$ cat src/rtl/imem_loader_pkg.sv
// Shared types and constants for the instruction-memory loader.
// Optional feature macro: IMEM_LOADER_CSUM_EN.
package imem_loader_pkg;

  localparam int INSTR_W = 19;
  localparam int BYTE_W  = 8;
  localparam int LEN_W   = 16;

  // B0 carries only the top instruction bits; the rest must be zero
  localparam int B0_BITS = INSTR_W - 2 * BYTE_W;

  typedef enum logic [3:0] {
    LEN_HI,
    LEN_LO,
    B0,
    B1,
    B2,
    WRITE,
    CSUM,
    DONE,
    ERR
  } ld_state_e;

endpackage

$ cat src/rtl/imem_loader_if.sv
// Valid/ready byte-stream link from the host into the loader.
// Optional feature macro: none.
interface imem_loader_if;
  import imem_loader_pkg::*;

  logic              in_valid;
  logic [BYTE_W-1:0] in_data;
  logic              in_ready;

  modport master (
    output in_valid,
    output in_data,
    input  in_ready
  );

  modport slave (
    input  in_valid,
    input  in_data,
    output in_ready
  );

endinterface

$ cat src/rtl/imem_loader.sv
// Loads a length-prefixed byte image into imem and holds the core in reset.
// Optional feature macro: IMEM_LOADER_CSUM_EN (trailing XOR checksum byte).
module imem_loader
  import imem_loader_pkg::*;
#(
  parameter int ADDR_W = 8,
  parameter int DEPTH  = 256
) (
  input  logic               clk,
  input  logic               reset,
  input  logic               load_req,
  imem_loader_if.slave       in_if,
  output logic               imem_we,
  output logic [ADDR_W-1:0]  imem_addr,
  output logic [INSTR_W-1:0] imem_wdata,
  output logic               cpu_reset,
  output logic               done,
  output logic               error
);

  ld_state_e          state_q;
  logic               rdy_q;
  logic               we_q;
  logic [ADDR_W-1:0]  addr_q;
  logic [INSTR_W-1:0] wdata_q;
  logic               cpu_rst_q;
  logic               done_q;
  logic               err_q;
  logic [LEN_W-1:0]   len_q;
  logic [ADDR_W:0]    idx_q;
  logic [LEN_W-1:0]   asm_q;

  logic               fire;
  logic [BYTE_W-1:0]  din;
  logic [LEN_W-1:0]   len_d;
  logic               restart;

  assign din     = in_if.in_data;
  assign fire    = in_if.in_valid & rdy_q;
  assign len_d   = {len_q[LEN_W-1:BYTE_W], din};
  assign restart = load_req &
                   ((state_q == DONE) | (state_q == ERR));

  assign in_if.in_ready = rdy_q;
  assign imem_we    = we_q;
  assign imem_addr  = addr_q;
  assign imem_wdata = wdata_q;
  assign cpu_reset  = cpu_rst_q;
  assign done       = done_q;
  assign error      = err_q;

`ifdef IMEM_LOADER_CSUM_EN
  logic [BYTE_W-1:0] csum_q;

  always_ff @(posedge clk) begin
    if (reset || restart) begin
      csum_q <= '0;
    end else if (fire && state_q != CSUM) begin
      csum_q <= csum_q ^ din;
    end
  end
`endif

  always_ff @(posedge clk) begin
    if (reset) begin
      state_q   <= LEN_HI;
      rdy_q     <= 1'b0;
      we_q      <= 1'b0;
      addr_q    <= '0;
      wdata_q   <= '0;
      cpu_rst_q <= 1'b1;
      done_q    <= 1'b0;
      err_q     <= 1'b0;
      len_q     <= '0;
      idx_q     <= '0;
      asm_q     <= '0;
    end else begin
      we_q <= 1'b0;
      unique case (state_q)
        LEN_HI: begin
          rdy_q <= 1'b1;
          if (fire) begin
            len_q[LEN_W-1:BYTE_W] <= din;
            state_q <= LEN_LO;
          end
        end
        LEN_LO: begin
          if (fire) begin
            len_q <= len_d;
            if (len_d > LEN_W'(DEPTH)) begin
              state_q <= ERR;
              rdy_q   <= 1'b0;
              err_q   <= 1'b1;
            end else if (len_d == '0) begin
`ifdef IMEM_LOADER_CSUM_EN
              state_q <= CSUM;
`else
              state_q   <= DONE;
              rdy_q     <= 1'b0;
              done_q    <= 1'b1;
              cpu_rst_q <= 1'b0;
`endif
            end else begin
              state_q <= B0;
            end
          end
        end
        B0: begin
          if (fire) begin
            if (|din[BYTE_W-1:B0_BITS]) begin
              state_q <= ERR;
              rdy_q   <= 1'b0;
              err_q   <= 1'b1;
            end else begin
              asm_q   <= {asm_q[BYTE_W-1:0], din};
              state_q <= B1;
            end
          end
        end
        B1: begin
          if (fire) begin
            asm_q   <= {asm_q[BYTE_W-1:0], din};
            state_q <= B2;
          end
        end
        B2: begin
          if (fire) begin
            wdata_q <= INSTR_W'({asm_q, din});
            addr_q  <= idx_q[ADDR_W-1:0];
            idx_q   <= idx_q + 1'b1;
            we_q    <= 1'b1;
            rdy_q   <= 1'b0;
            state_q <= WRITE;
          end
        end
        WRITE: begin
          if (LEN_W'(idx_q) == len_q) begin
`ifdef IMEM_LOADER_CSUM_EN
            state_q <= CSUM;
            rdy_q   <= 1'b1;
`else
            state_q   <= DONE;
            done_q    <= 1'b1;
            cpu_rst_q <= 1'b0;
`endif
          end else begin
            state_q <= B0;
            rdy_q   <= 1'b1;
          end
        end
`ifdef IMEM_LOADER_CSUM_EN
        CSUM: begin
          if (fire) begin
            rdy_q <= 1'b0;
            if (din == csum_q) begin
              state_q   <= DONE;
              done_q    <= 1'b1;
              cpu_rst_q <= 1'b0;
            end else begin
              state_q <= ERR;
              err_q   <= 1'b1;
            end
          end
        end
`endif
        DONE, ERR: begin
          if (load_req) begin
            state_q   <= LEN_HI;
            rdy_q     <= 1'b1;
            cpu_rst_q <= 1'b1;
            done_q    <= 1'b0;
            err_q     <= 1'b0;
            idx_q     <= '0;
          end
        end
        default: begin
          state_q <= ERR;
          rdy_q   <= 1'b0;
          err_q   <= 1'b1;
        end
      endcase
    end
  end

endmodule

$ cat src/flat_wrapper.sv
// flat-port wrapper written by rule: the top's interface ports become plain ports
module imem_loader_flat import imem_loader_pkg::*;
#(
  parameter int ADDR_W = 8,
  parameter int DEPTH  = 256
)
  (clk, reset, load_req, imem_we, imem_addr, imem_wdata, cpu_reset, done, error, in_if_in_valid, in_if_in_data, in_if_in_ready);
  imem_loader_if in_if_i ();
  input  logic clk;
  input  logic reset;
  input  logic load_req;
  output logic imem_we;
  output logic [ADDR_W-1:0] imem_addr;
  output logic [INSTR_W-1:0] imem_wdata;
  output logic cpu_reset;
  output logic done;
  output logic error;
  input wire logic [$bits(in_if_i.in_valid)-1:0] in_if_in_valid;
  input wire logic [$bits(in_if_i.in_data)-1:0] in_if_in_data;
  output wire logic [$bits(in_if_i.in_ready)-1:0] in_if_in_ready;
  assign in_if_i.in_valid = in_if_in_valid;
  assign in_if_i.in_data = in_if_in_data;
  assign in_if_in_ready = in_if_i.in_ready;
  imem_loader #(.ADDR_W(ADDR_W), .DEPTH(DEPTH)) u_core (.clk(clk), .reset(reset), .load_req(load_req), .in_if(in_if_i), .imem_we(imem_we), .imem_addr(imem_addr), .imem_wdata(imem_wdata), .cpu_reset(cpu_reset), .done(done), .error(error));
endmodule
$ cat config.mk
export PLATFORM = sky130hd
export DESIGN_NAME = imem_loader_flat
export DESIGN_NICKNAME = d
export VERILOG_FILES = /design/src/rtl/imem_loader_pkg.sv /design/src/rtl/imem_loader_if.sv /design/src/rtl/imem_loader.sv /design/src/flat_wrapper.sv
export SDC_FILE = /design/constraint.sdc
export NUM_CORES = 1
export LEC_CHECK = 0
export BUFFER_PORTS_ARGS = -buffer_cell sky130_fd_sc_hd__buf_2
export CORE_ASPECT_RATIO = 1.4
export CORE_MARGIN = 1
export CORE_UTILIZATION = 40
export DETAILED_ROUTE_END_ITERATION = 6
export PLACE_DENSITY = 0.61
export SYNTH_ARGS = -nofsm -noshare
export SYNTH_HDL_FRONTEND = slang
export SYNTH_SLANG_ARGS = --single-unit
$ cat constraint.sdc
create_clock -name clk -period 2.55 [get_ports clk]
set_input_delay 0 -clock clk [delete_from_list [all_inputs] [get_ports clk]]
set_output_delay 0 -clock clk [all_outputs]
set_load 0.02 [all_outputs]
[Word level (Yosys, flattened, before mapping)]
Index checks and enable logic that the tools add are counted.
Word-level totals
  output and inout port bits: 32
  bits of input ports: 12
  register bits after elaboration: 72
Cells by class
  mux-type cells: 45
  equal/unequal tests: 22
  reduce and logical (&&, ||, !) cells: 18
  order comparisons: 1
  bitwise operators: 5
  add/subtract/negate cells: 1
Operators by type and width (count)
  11-bit 2-to-1 mux: 3
  4-bit 2-to-1 mux: 8
  4-bit one-hot mux with 7 select lines: 1
  11-bit one-hot mux with 2 select lines: 1
  1-bit 2-to-1 mux: 21
  9-bit 2-to-1 mux: 2
  2-bit by 1-bit != test with 1-bit output, second input constant: 9
  9-bit one-hot mux with 2 select lines: 1
  6-bit AND reduction: 3
  9-bit by 16-bit == test with 1-bit output: 1
  16-bit by 9-bit > comparator with 1-bit output, second input constant: 1
  16-bit logical NOT: 1
  8-bit one-hot mux with 2 select lines: 1
  4-bit by 3-bit == test with 1-bit output, second input constant: 3
  9-bit by 1-bit adder with 9-bit output, second input constant: 1
  4-bit by 2-bit == test with 1-bit output, second input constant: 2
  8-bit 2-to-1 mux: 1
  2-bit != test, second input constant: 4
  8-bit AND reduction: 1
  1-bit one-hot mux with 7 select lines: 1
  3-bit 2-to-1 mux: 2
  1-bit one-hot mux with 3 select lines: 2
  3-bit AND reduction: 2
  5-bit OR reduction: 1
  other kinds (13): 19

[Logic depth before layout (Yosys ltp)]
  depth after elaboration: 5
  gate-level depth with buffers: 8
  gate-level depth less buffers: 5

[Worst setup path before layout]
OpenSTA, ideal clock, no wires.
  path type: register to register
  start: register u_core.rdy_q (netlist: u_core.in_if.in_ready)
  end: register u_core.idx_q[8]
  data arrival time: 1.906 ns
  period minus slack after synthesis: 1.965 ns
  stages on the path, launching flop included: 8
  library setup time: 0.059 ns
  setup slack: 0.585 ns
  path buffers: 2
  required time: 2.491 ns
  cell sequence: dfxtp_1 and2_1 clkbuf_1 and3_1 clkbuf_1 o2111ai_4 or4_1 nand2_1
On the way
  cells in the longest elaborated chain, start to end: 3
RTL lines
  from (decl): line imem_loader.sv:22  | logic rdy_q;
  from (signal assigned): line imem_loader.sv:67  | rdy_q <= 1'b0;
  from (signal assigned): line imem_loader.sv:81  | rdy_q <= 1'b1;
  from (signal assigned): line imem_loader.sv:92  | rdy_q <= 1'b0;
  1-bit AND: line imem_loader.sv:39  | assign fire = in_if.in_valid & rdy_q;
  2-bit by 1-bit != test with 1-bit output (no source line)
  3-bit AND reduction (no source line)
  to (signal assigned): line imem_loader.sv:130  | idx_q <= idx_q + 1'b1;
  to (decl): line imem_loader.sv:30  | logic [ADDR_W:0] idx_q;
No other way between the ends.
A chain may end at the register's enable or synchronous reset.

[Worst setup path after layout]
  start: register u_core.state_q[0]
  end: register u_core.idx_q[8]
On the way
  cells in the longest elaborated chain, start to end: 4
  elaborated cells between the ends (all ways): 9
  classes of those cells: eq/ne: 5; mux: 1; reduce/logical: 3
RTL lines
  from (decl): line imem_loader.sv:21  | ld_state_e state_q;
  from (signal assigned): line imem_loader.sv:66  | state_q <= LEN_HI;
  from (signal assigned): line imem_loader.sv:84  | state_q <= LEN_LO;
  from (signal assigned): line imem_loader.sv:91  | state_q <= ERR;
  4-bit == test / 4-bit by 3-bit == test with 1-bit output (equally long branches)
  2-bit OR reduction: line imem_loader.sv:79  | unique case (state_q)
  2-bit != test (no source line) / 2-bit nonzero test (equally long branches)
  3-bit AND reduction (no source line)
Parallel ways exist; a longest one is shown, timed or not.

==> metrics.md <==
| Metric | Value |
|---|---|
| DR iter-0 viols | 325 |
| CTS H-Tree Depth | 3 |
| Worst R2R Path Depth | 5 |
| Die Height | 108.1 um |
| Synth-to-Final Area Change | 18.49% |
| Synth warn | 0 |
| All-layer global routing usage | 20.29% |
| Vias in the first global route | 2738 |
| Status | finished clean |
| Routed Antenna Nets | 0 |
| Final Hold Viols | 0 |
| Setup bufs post-CTS | 0 |
| Cts hold-fix bufs | 8 |
| Reg2Reg Launch Point | u_core.state_q[0] |
| Mapped cell area | 0.003214 mm2 |
| Resized cells post-CTS | 0 |
| Vias/cell | 5.321 |
| Req. time, crit path | 2850 ps |
| Type of origin of the critical path | register |
| Io pins | 44 |
| Hold path startpoint | load_req |
| Synth Register Bits | 72 |
| Gr ovfl total | 0 |
| Sink Count | 72 |
| Slew at the pin with the worst max-slew slack | 663.0 ps |
| Syn avg cell area | 8.504 um2 |
| Core box area | 0.007750 mm2 |
| Maxcap violations | 0 |
| Post-route cell area | 0.003809 mm2 |
| P_leak | 1.595 nW |
| PnR worst setup slack | 361.1 ps |
| Post-synth ARST share | 0% |
| Period utilization | 85.84% |
| Maximum number of pins on one net before global-route repair | 42 |
| Via count | 2831 |
| First-pass GRT wire length | 13.19 mm |
| Cell Rows | 38 |
| Clock buffers created by TritonCTS | 9 |
| Chip Width | 77.76 um |
| Non-filler instance count after layout | 532 |
| Power per cell area | 621.0 mW/mm2 |
| Setup WS pre-CTS | 385.8 ps |
| Die outline area | 0.008403 mm2 |
| Ys flop type | dfxtp_1 |
| RePlAce Congestion | 0.8972 |
| Slew Limit Fails | 0 |
| HP Class | input port to register |
| WP data arrival | 2490 ps |
| WHS Path Cells | 4 |
| Placed instance count | 508 |
| Bufs on Longest Clock Path | 2 |
| Worst vdd ir | 410.6 uV |
| Seq/Total Area, Yosys | 44.84% |
| Setup Skew | 8.605 ps |
| Port bufs | 43 |
| Max frequency | 456.9 MHz |
| Mapped Cells | 378 |
| Final WL | 7.694 mm |
| Hold EP | u_core.state_q[3] |
| Critical path class | register to register |
| Final HPWL DP | 5.380 mm |
| Placed cell areas | 0.003525 mm2 |
| Drt wl/cell | 14.46 um |
| Total power | 2.365 mW |
| Antenna violations before repair | 0 |
| Crit end category | register |
| Layout cells sized above 1 | 17.82% |
| Number of synthesized flops with an enable pin | 0 |
| Starting Density | 41.48% |
| Min Hold Slack | 82.14 ps |
| First-pass DRT Iterations | 4 |
| Nets@finish | 440 |
| Critical path fanouts, max | 16 |
| Relative slew slack | 55.22% |
| TNS Setup | 0 ps |
| Clock Pin Slew Worst Setup and Hold Paths | 80 ps |
| CTS root buf | clkbuf_8 |
| Distinct cell type count after synthesis | 55 |
| CTS tree | done |
| # setup viols final | 0 |
| Clock latency on the worst-skew pair | 350 ps |
| Worst reg-to-reg setup slack | 360 ps |
| Final core utilization | 49.14% |
| Syn Nets | 391 |
| RSZ-0062 raised after global routing | no |
| Reg-to-Reg End | u_core.idx_q[8] |
| Drt drc | 0 |
| ANT cells | 0 |
| Period minus WS final | 2189 ps |
kinds of logic (layout without fill, tap and decap cells):
family	Yosys count	in the layout	share of synthesized area [%]
fa+ha+maj	1	1	0.3892
xor+xnor	15	15	4.087
compound gates	77	77	15.81
simple gates	155	155	21.84
mux	29	29	9.070
buf+inv	29	83	3.970
flops	72	72	44.84
per-layer routing:
| layer | global-route usage (%) | routed length (um) | up-vias |
|---|---|---|---|
| met5 | 0 | 0 | - |
| met1 | 23.76 | 3424 | 1331 |
| met4 | 11.99 | 274 | 0 |
| li1 | - | - | 1414 |
| met3 | 5.992 | 309 | 20 |
| met2 | 32.74 | 3686 | 66 |
worst max-delay path, cell delays in order (launching register included):
cell and delay [ps]:
dfxtp_1 480, or4b_4 650, a21oi_4 280, o2111ai_4 170
or4_1 490, nand2_1 70
cell usage after synthesis, drive strengths merged, types with 2 or more instances:
| cell | instances | area [um2] |
|---|---|---|
| nor3 | 4 | 20.02 |
| o31ai | 3 | 22.52 |
| o21ai | 8 | 40.04 |
| and4 | 2 | 17.52 |
| mux2i | 28 | 280.3 |
| nand2 | 67 | 251.5 |
| nor2 | 44 | 165.2 |
| o2111ai | 3 | 43.80 |
| dfxtp | 72 | 1441 |
| nor4 | 5 | 31.28 |
| xnor2 | 9 | 78.83 |
| clkbuf | 14 | 52.55 |
| nand4 | 4 | 25.02 |
| a31oi | 2 | 12.51 |
| or2 | 2 | 12.51 |
| buf | 9 | 52.55 |
| nand3 | 9 | 45.04 |
| inv | 5 | 18.77 |
| a2bb2oi | 2 | 17.52 |
| or4 | 4 | 30.03 |
| nor2b | 2 | 12.51 |
| o211ai | 5 | 37.54 |
| xor2 | 6 | 52.55 |
| and3 | 3 | 18.77 |
| and2 | 2 | 12.51 |
| a21oi | 40 | 211.5 |
cell usage in the layout (no fill, tap or decap), drive strengths merged, types with 2 or more instances in the layout:
cell          n
o31ai         3
nand3         9
mux2i        28
xnor2         9
o2111ai       3
inv           7
nand2        67
and3          3
nor2         44
o211ai        5
and4          2
clkbuf        9
a31oi         2
or4           4
dfxtp        72
buf          53
or2           2
o21ai         8
nor4          5
a21oi        40
and2          2
a2bb2oi       2
clkinv        4
dlygate4sd3   8
nor2b         2
nor3          4
xor2          6
nand4         4
registers in the layout (all words and copies together), names as in the netlist:
register               cells
u_core.cpu_reset           1
u_core.asm_q              11
u_core.imem_wdata         19
u_core.state_q             4
u_core.in_if.in_ready      1
u_core.done                1
u_core.len_q              16
u_core.imem_we             1
u_core.imem_addr           8
u_core.error               1
u_core.idx_q               9
power breakdown:
| group | internal [mW] | switching [mW] | leakage [nW] |
|---|---|---|---|
| Combinational | 0.103 | 0.151 | 0.912 |
| Clock | 0.463 | 0.470 | 0.102 |
| Sequential | 1.15 | 0.0289 | 0.581 |
| Total | 1.71 | 0.651 | 1.60 |
how the worst max path moves through the flow:
stage / start / to / slack (ps)
3_5_place_dp: u_core.state_q[1] / u_core.idx_q[8] / 390
3_3_place_gp: u_core.state_q[1] / u_core.idx_q[8] / 420
2_1_floorplan: u_core.in_if.in_ready / u_core.idx_q[8] / 590
6_report: u_core.state_q[0] / u_core.idx_q[8] / 360
4_1_cts: u_core.state_q[1] / u_core.idx_q[8] / 380
5_1_grt: u_core.state_q[2] / u_core.in_if.in_ready / 170
area by class of cell:
class	count	area (um2)
clock buffers	9	123.9
flip-flops and latches	72	1441
fillers	791	3941
repair buffers	61	370.4
multi-input cells	277	1645
well taps	100	125.1
clock inverters	7	80.08
inverters	6	22.52
(Power assumes the default switching activity.)
